## src/rtl/audio_pkg.sv

```systemverilog
// -----------------------------------------------------------------------------
// audio_pkg
// Shared types and constants for the audio output arbitration logic.
//   arb_state_t        : arbiter state encoding (IDLE / OWN / WAIT_LOW)
//   AUDIO_BITS_DEFAULT : default bits per audio channel
//   UNDERRUN_W         : width of the optional underrun counter
//   idx_width()        : width of an index able to address n sources
// -----------------------------------------------------------------------------
package audio_pkg;

   localparam int AUDIO_BITS_DEFAULT = 12;
   localparam int UNDERRUN_W         = 16;

   typedef enum logic [1:0] {
      IDLE     = 2'd0,
      OWN      = 2'd1,
      WAIT_LOW = 2'd2
   } arb_state_t;

   function automatic int idx_width(input int n);
      return (n > 1) ? $clog2(n) : 1;
   endfunction

endpackage

```

## src/rtl/audio_source_arbiter_if.sv

```systemverilog
// -----------------------------------------------------------------------------
// audio_source_arbiter_if
// Bundles the producer-side and audio-output-side signals of the arbiter.
//   src_req/src_valid/src_sample : producer requests, sample-valid, packed samples
//   src_grant/src_ack            : one-hot owner and per-sample take pulse
//   dac_ready/dac_wreq/dac_sample: audio output block handshake
//   busy                         : arbiter not idle
// Modports: master = producers + audio block (environment), slave = arbiter.
// -----------------------------------------------------------------------------
interface audio_source_arbiter_if
   import audio_pkg::*;
#(
   parameter int NUM_SRC    = 4,
   parameter int AUDIO_BITS = AUDIO_BITS_DEFAULT
);
   logic [NUM_SRC-1:0]              src_req;
   logic [NUM_SRC-1:0]              src_valid;
   logic [NUM_SRC*2*AUDIO_BITS-1:0] src_sample;
   logic [NUM_SRC-1:0]              src_grant;
   logic [NUM_SRC-1:0]              src_ack;
   logic                            dac_ready;
   logic                            dac_wreq;
   logic [2*AUDIO_BITS-1:0]         dac_sample;
   logic                            busy;

   modport master (
      output src_req, src_valid, src_sample, dac_ready,
      input  src_grant, src_ack, dac_wreq, dac_sample, busy
   );

   modport slave (
      input  src_req, src_valid, src_sample, dac_ready,
      output src_grant, src_ack, dac_wreq, dac_sample, busy
   );
endinterface

```

## src/rtl/audio_rr_pick.sv

```systemverilog
// -----------------------------------------------------------------------------
// audio_rr_pick
// Combinational round-robin picker: finds the first set bit of req strictly
// after position last, wrapping around (last itself is searched last).
//   req      in  N    request vector
//   last     in  IW   index of the previous winner
//   pick     out N    one-hot winner (0 when no request)
//   pick_idx out IW   binary index of the winner
//   found    out 1    any request present
// -----------------------------------------------------------------------------
module audio_rr_pick #(
   parameter int N  = 4,
   parameter int IW = 2
) (
   input  logic [N-1:0]  req,
   input  logic [IW-1:0] last,
   output logic [N-1:0]  pick,
   output logic [IW-1:0] pick_idx,
   output logic          found
);

   always_comb begin
      int j;
      pick     = '0;
      pick_idx = '0;
      found    = 1'b0;
      j        = 0;
      for (int k = 1; k <= N; k++) begin
         j = int'(last) + k;
         if (j >= N) j = j - N;
         if (!found && req[j[IW-1:0]]) begin
            found              = 1'b1;
            pick[j[IW-1:0]]    = 1'b1;
            pick_idx           = j[IW-1:0];
         end
      end
   end

endmodule

```

## src/rtl/audio_source_arbiter.sv

```systemverilog
// -----------------------------------------------------------------------------
// audio_source_arbiter
// Grants the single audio output to one of NUM_SRC stereo sample producers at
// a time, round-robin, for bursts of up to BURST_LEN samples, and issues a
// one-cycle write request each time the audio output block is ready.
//   clk          in   audio PLL clock, rising edge
//   aclr         in   asynchronous reset, active high
//   bus          slave modport of audio_source_arbiter_if (producers + DAC)
//   underrun_cnt out  16-bit count of played zero-samples (only when the
//                     AUDIO_ARB_UNDERRUN_EN macro is defined)
// -----------------------------------------------------------------------------
module audio_source_arbiter
   import audio_pkg::*;
#(
   parameter int AUDIO_BITS = AUDIO_BITS_DEFAULT,
   parameter int NUM_SRC    = 4,
   parameter int BURST_LEN  = 64
) (
   input  logic                   clk,
   input  logic                   aclr,
   audio_source_arbiter_if.slave  bus
`ifdef AUDIO_ARB_UNDERRUN_EN
   ,
   output logic [UNDERRUN_W-1:0]  underrun_cnt
`endif
);

   localparam int SW = 2 * AUDIO_BITS;
   localparam int IW = idx_width(NUM_SRC);
   localparam int CW = $clog2(BURST_LEN + 1);

   arb_state_t          state_reg, state_next;
   logic [IW-1:0]       owner_reg, owner_next;
   logic [IW-1:0]       last_owner_reg, last_owner_next;
   logic [CW-1:0]       burst_cnt_reg, burst_cnt_next;
   logic [NUM_SRC-1:0]  grant_reg, grant_next;
   logic [NUM_SRC-1:0]  ack_reg, ack_next;
   logic                wreq_reg, wreq_next;
   logic [SW-1:0]       sample_reg, sample_next;

   logic [NUM_SRC-1:0]  pick_onehot;
   logic [IW-1:0]       pick_idx;
   logic                pick_found;
   logic [CW-1:0]       cnt_inc;
   logic                owner_req;
   logic                owner_valid;

   // Unpack the per-source sample slices
   logic [SW-1:0] slices [NUM_SRC];
   generate
      for (genvar gi = 0; gi < NUM_SRC; gi++) begin : g_slice
         assign slices[gi] = bus.src_sample[gi*SW +: SW];
      end
   endgenerate

   audio_rr_pick #(
      .N  (NUM_SRC),
      .IW (IW)
   ) u_pick (
      .req      (bus.src_req),
      .last     (last_owner_reg),
      .pick     (pick_onehot),
      .pick_idx (pick_idx),
      .found    (pick_found)
   );

   assign owner_req   = bus.src_req[owner_reg];
   assign owner_valid = bus.src_valid[owner_reg];
   assign cnt_inc     = burst_cnt_reg + 1'b1;

   always_ff @(posedge clk or posedge aclr) begin
      if (aclr) begin
         state_reg      <= IDLE;
         owner_reg      <= '0;
         last_owner_reg <= IW'(NUM_SRC - 1);   // source 0 wins first
         burst_cnt_reg  <= '0;
         grant_reg      <= '0;
         ack_reg        <= '0;
         wreq_reg       <= 1'b0;
         sample_reg     <= '0;
      end else begin
         state_reg      <= state_next;
         owner_reg      <= owner_next;
         last_owner_reg <= last_owner_next;
         burst_cnt_reg  <= burst_cnt_next;
         grant_reg      <= grant_next;
         ack_reg        <= ack_next;
         wreq_reg       <= wreq_next;
         sample_reg     <= sample_next;
      end
   end

   always_comb begin
      state_next      = state_reg;
      owner_next      = owner_reg;
      last_owner_next = last_owner_reg;
      burst_cnt_next  = burst_cnt_reg;
      grant_next      = grant_reg;
      ack_next        = '0;            // write/ack are single-cycle pulses
      wreq_next       = 1'b0;
      sample_next     = sample_reg;

      unique case (state_reg)
         IDLE: begin
            if (pick_found) begin
               grant_next     = pick_onehot;
               owner_next     = pick_idx;
               burst_cnt_next = '0;
               state_next     = OWN;
            end
         end
         OWN: begin
            if (!owner_req) begin
               // Abandoned grant: pointer is left alone, no write happens
               grant_next = '0;
               state_next = IDLE;
            end else if (bus.dac_ready && owner_valid) begin
               sample_next = slices[owner_reg];
               wreq_next   = 1'b1;
               ack_next    = grant_reg;
               state_next  = WAIT_LOW;
            end
         end
         WAIT_LOW: begin
            // Ready stays high for a cycle after the write; only its fall
            // completes the sample.
            if (!bus.dac_ready) begin
               burst_cnt_next = cnt_inc;
               if (cnt_inc == CW'(BURST_LEN) || !owner_req) begin
                  last_owner_next = owner_reg;
                  grant_next      = '0;
                  state_next      = IDLE;
               end else begin
                  state_next = OWN;
               end
            end
         end
         default: begin
            grant_next = '0;
            state_next = IDLE;
         end
      endcase
   end

   assign bus.src_grant  = grant_reg;
   assign bus.src_ack    = ack_reg;
   assign bus.dac_wreq   = wreq_reg;
   assign bus.dac_sample = sample_reg;
   assign bus.busy       = (state_reg != IDLE);

`ifdef AUDIO_ARB_UNDERRUN_EN
   // A full sample period of uninterrupted ready means the audio block
   // played a zero sample.
   logic [AUDIO_BITS-1:0] run_reg;
   logic [UNDERRUN_W-1:0] underrun_reg;

   always_ff @(posedge clk or posedge aclr) begin
      if (aclr) begin
         run_reg      <= '0;
         underrun_reg <= '0;
      end else if (!bus.dac_ready) begin
         run_reg <= '0;
      end else if (run_reg == '1) begin
         run_reg <= '0;
         if (underrun_reg != '1) underrun_reg <= underrun_reg + 1'b1;
      end else begin
         run_reg <= run_reg + 1'b1;
      end
   end

   assign underrun_cnt = underrun_reg;
`endif

endmodule
```

## src/flat_wrapper.sv

```systemverilog
// flat-port wrapper written by rule: the top's interface ports become plain ports
module audio_source_arbiter_flat import audio_pkg::*;
#(
   parameter int AUDIO_BITS = AUDIO_BITS_DEFAULT,
   parameter int NUM_SRC    = 4,
   parameter int BURST_LEN  = 64
)
  (clk, aclr, bus_src_req, bus_src_valid, bus_src_sample, bus_dac_ready, bus_src_grant, bus_src_ack, bus_dac_wreq, bus_dac_sample, bus_busy);
  audio_source_arbiter_if #(.NUM_SRC(NUM_SRC), .AUDIO_BITS(AUDIO_BITS)) bus_i ();
  input  logic clk;
  input  logic aclr;
  input wire logic [$bits(bus_i.src_req)-1:0] bus_src_req;
  input wire logic [$bits(bus_i.src_valid)-1:0] bus_src_valid;
  input wire logic [$bits(bus_i.src_sample)-1:0] bus_src_sample;
  input wire logic [$bits(bus_i.dac_ready)-1:0] bus_dac_ready;
  output wire logic [$bits(bus_i.src_grant)-1:0] bus_src_grant;
  output wire logic [$bits(bus_i.src_ack)-1:0] bus_src_ack;
  output wire logic [$bits(bus_i.dac_wreq)-1:0] bus_dac_wreq;
  output wire logic [$bits(bus_i.dac_sample)-1:0] bus_dac_sample;
  output wire logic [$bits(bus_i.busy)-1:0] bus_busy;
  assign bus_i.src_req = bus_src_req;
  assign bus_i.src_valid = bus_src_valid;
  assign bus_i.src_sample = bus_src_sample;
  assign bus_i.dac_ready = bus_dac_ready;
  assign bus_src_grant = bus_i.src_grant;
  assign bus_src_ack = bus_i.src_ack;
  assign bus_dac_wreq = bus_i.dac_wreq;
  assign bus_dac_sample = bus_i.dac_sample;
  assign bus_busy = bus_i.busy;
  audio_source_arbiter #(.AUDIO_BITS(AUDIO_BITS), .NUM_SRC(NUM_SRC), .BURST_LEN(BURST_LEN)) u_core (.clk(clk), .aclr(aclr), .bus(bus_i));
endmodule
```

## config.mk

```make
export PLATFORM = sky130hd
export DESIGN_NAME = audio_source_arbiter_flat
export DESIGN_NICKNAME = d
export VERILOG_FILES = /design/src/rtl/audio_pkg.sv /design/src/rtl/audio_source_arbiter_if.sv /design/src/rtl/audio_rr_pick.sv /design/src/rtl/audio_source_arbiter.sv /design/src/flat_wrapper.sv
export SDC_FILE = /design/constraint.sdc
export NUM_CORES = 1
export LEC_CHECK = 0
export CORE_MARGIN = 2
export CORE_UTILIZATION = 42
export DETAILED_ROUTE_END_ITERATION = 10
export GPL_ROUTABILITY_DRIVEN = 1
export GPL_TIMING_DRIVEN = 1
export PLACE_DENSITY = 0.87
export SLEW_MARGIN = 15
export SYNTH_ARGS = -nofsm -noshare
export SYNTH_HDL_FRONTEND = slang
export SYNTH_HIERARCHICAL = 1
export SYNTH_SLANG_ARGS = --single-unit
```

## constraint.sdc

```tcl
create_clock -name clk -period 2.55 [get_ports clk]
set_input_delay 0.51 -clock clk [delete_from_list [all_inputs] [get_ports clk]]
set_output_delay 0.51 -clock clk [all_outputs]
set_load 0.02 [all_outputs]
```

==> results <==
==> final cells by class <==
type | count | area [um2] | share of cell area (%)
timing repair buffer | 153 | 1540 | 32.2
multi-input combinational | 176 | 1830 | 38.3
clock buffer | 6 | 82.6 | 1.73
inverter | 8 | 30.0 | 0.629
sequential | 46 | 1150 | 24.2
tap | 99 | 124 | 2.60
clock inverter | 2 | 16.3 | 0.341
==> worst max-delay path: stages <==
cell	delay (ns)
clkdlybuf4s50_1	0.51
mux4_2	0.52
nand3b_1	0.14
or3b_1	0.16
buf_12	0.22
mux2_2	0.37
==> worst paths after layout <==
path / startpoint / end / slack [ns]
max in group asynchronous: aclr / u_core/bus.dac_sample[20] / 1.51
max reg2reg: u_core/last_owner_reg[0] / u_core/bus.src_grant[3] / 0.40
max: bus_src_req[0] / u_core/bus.dac_sample[15] / 0.29
min in group asynchronous: aclr / u_core/bus.dac_sample[9] / 0.53
min: u_core/bus.dac_sample[13] / u_core/bus.dac_sample[13] / 0.51
min reg2reg: u_core/bus.dac_sample[13] / u_core/bus.dac_sample[13] / 0.51
==> layout by cell type, fill, tap and decap left out, types with 2 or more instances in the layout <==
| master | instances |
|---|---|
| clkbuf_8 | 6 |
| nand3_1 | 3 |
| dfstp_2 | 2 |
| a21boi_0 | 2 |
| buf_12 | 3 |
| o21ai_1 | 5 |
| o21ai_0 | 14 |
| mux2_2 | 11 |
| a31oi_1 | 2 |
| nor2_1 | 11 |
| mux2i_1 | 4 |
| a21oi_1 | 4 |
| o21a_1 | 2 |
| a221o_1 | 4 |
| buf_4 | 10 |
| xor2_1 | 2 |
| a22o_1 | 5 |
| mux2_4 | 18 |
| nand2_1 | 18 |
| mux4_2 | 26 |
| ha_1 | 9 |
| clkdlybuf4s50_1 | 140 |
| and2_1 | 4 |
| a211oi_1 | 2 |
| or3b_1 | 2 |
| nor3_1 | 3 |
| dfrtp_1 | 43 |
| inv_1 | 6 |
| nand2b_1 | 4 |
| inv_2 | 2 |
==> cells in the mapped netlist, drive strengths merged, types with 5 or more instances <==
master,n,share of area [%]
dfrtp,44,35
mux2,29,13
mux4,27,20
o21ai,19,3.1
nand2,18,2.2
nor2,12,1.5
buf,11,2.9
ha,9,3.6
inv,8,0.97
a21oi,5,0.92
a22o,5,1.4
mux2i,5,2.0
==> report_power, final <==
group          switching (W)  internal (W)  leakage (nW)  total [W]
Clock               0.000261      0.000224        0.0478   0.000484
Combinational        0.00126       0.00156          1.34    0.00283
Sequential          0.000193       0.00101         0.577    0.00120
Total                0.00172       0.00280          1.97    0.00451
==> logic make-up (layout without fill, tap and decap cells) <==
logic type / Yosys count / count (layout) / share of synthesized area [%]
buffers and inverters: 22 / 169 / 4.18
flip-flops: 46 / 46 / 37.1
multiplexers: 61 / 61 / 34.3
AND/OR/NAND/NOR: 55 / 55 / 8.85
XOR/XNOR: 2 / 2 / 0.563
AO/OA/AOI/OAI: 49 / 49 / 11.4
adder cells (fa/ha/maj): 9 / 9 / 3.62
==> per-layer routing <==
metal	GRT usage, %	up-vias
met4	8.33	0
li1	-	1224
met3	6.54	12
met2	43.2	121
met1	27.2	1306
met5	0	-
==> per-stage QoR <==
stage	hold WS, ns	power [W]	utilization (%)	setup TNS, ns
finish	0.512	0.00451	66.1	0
global route	0.533	0.00476	66.1	0
CTS	0.518	0.00452	66.1	0
detailed placement	0.494	0.00404	64.8	-0.0449
global placement	0.488	0.00393	64.8	0
floorplan	0.470	0.00306	-	0
==> results.toml <==
[run]
maxCapViolCount = 0

[die]
die_height_um = 90.1
rows = 31
die-area_um2 = 8110
io_pins = 141
initial_core_util_pct = 43.1
coreArea_um2 = 7210
fp.dieW_um = 90.1

[yosys]
synthesis.area_um2 = 3110
synth_edf_count = 0
async_reset_ff_share_pct = 100
synth_cell_types = 52
avgSynthCellArea_um2 = 12.8
yosysSeqAreaShare_pct = 37.1
yosysWarnings = 6
dominantRegCellSynth = "dfrtp_1"
synthCells = 244
syn_nets = 360
synth-seq-cells = 46

[sta]
setup_slack_ns = 0.290
hold_viol = 0
fin_crit_ns = 2.26
finalSetupViolCount = 0
relSlewSlack_pct = 60.6
clock.fmax_ghz = 0.443
slew_violations = 0
grt_setup_unrepaired = "no"
fin_crit_sh_pct = 88.6
worst-slew-pin-transition_ns = 0.585
worst_clock_skew_ns = 0.00939

[detailed_routing]
wl_um = 9450
wl_met1_um = 3520
wire_per_inst_um = 19.3
firstDrtPassIters = 4
drtAntennaViolNets = 0
drt-initial-drc-count = 98
highest_layer = "met4"
vias_per_cell = 5.43
met3_length_um = 752
vias = 2663
drc_errors = 0
met2_length_um = 4950

[cts]
clkTransAtPathRegs_ns = 0.10
holdBufCountCts = 0
cts_resized = 0
cts_sinks = 46
numCtsBuffers = 5
cts_htree_levels = 2
cts_tree = "done"
post-cts-setup-buffer-count = 0
clkLatencyLatePin_ns = 0.30
root_buffer = "clkbuf_8"
clockBufferDepth = 2

[pwr]
leakagePower_nw = 1.97
powerDensity_nw_per_um2 = 945
ir_drop_mv = 0.568

[worst_hold_path]
hp-class = "register to register"
hold_depth = 1

[global_route]
grt_pass1_vias = 2864
grt_start_max_net_pins = 29
track_usage_pct = 23.9
gr-total-overflow = 0
antenna_found_initial = 0
grt_first_pass_wirelength_um = 15200

[layout]
area_growth_pct = 53.4
diodes = 0
drive_gt1_share_pct = 22.5
nFillCells = 533
largest_register_ffs = 24
postLayoutCellArea_um2 = 4770
stdcell_count = 490
nNetsFinal = 506

[status]
status = "finished, final reports clean"

[worst_setup_path]
reg2regPathDepth = 6
crit_type = "input port to register"
crit_fanout = 26
crit_path_end_kind = "register"
start_kind = "input port"
worstPathArrival_ns = 2.45
required_ns = 2.74

[place]
placed_cells = 482
dp_worst_setup_slack_ns = -0.0254
placed_cell_area_um2 = 4670
numPortBuffers = 140
dp_hpwl_um = 7450
routabilityCongestion = 0.863
Power figures use the tool's default switching activity.
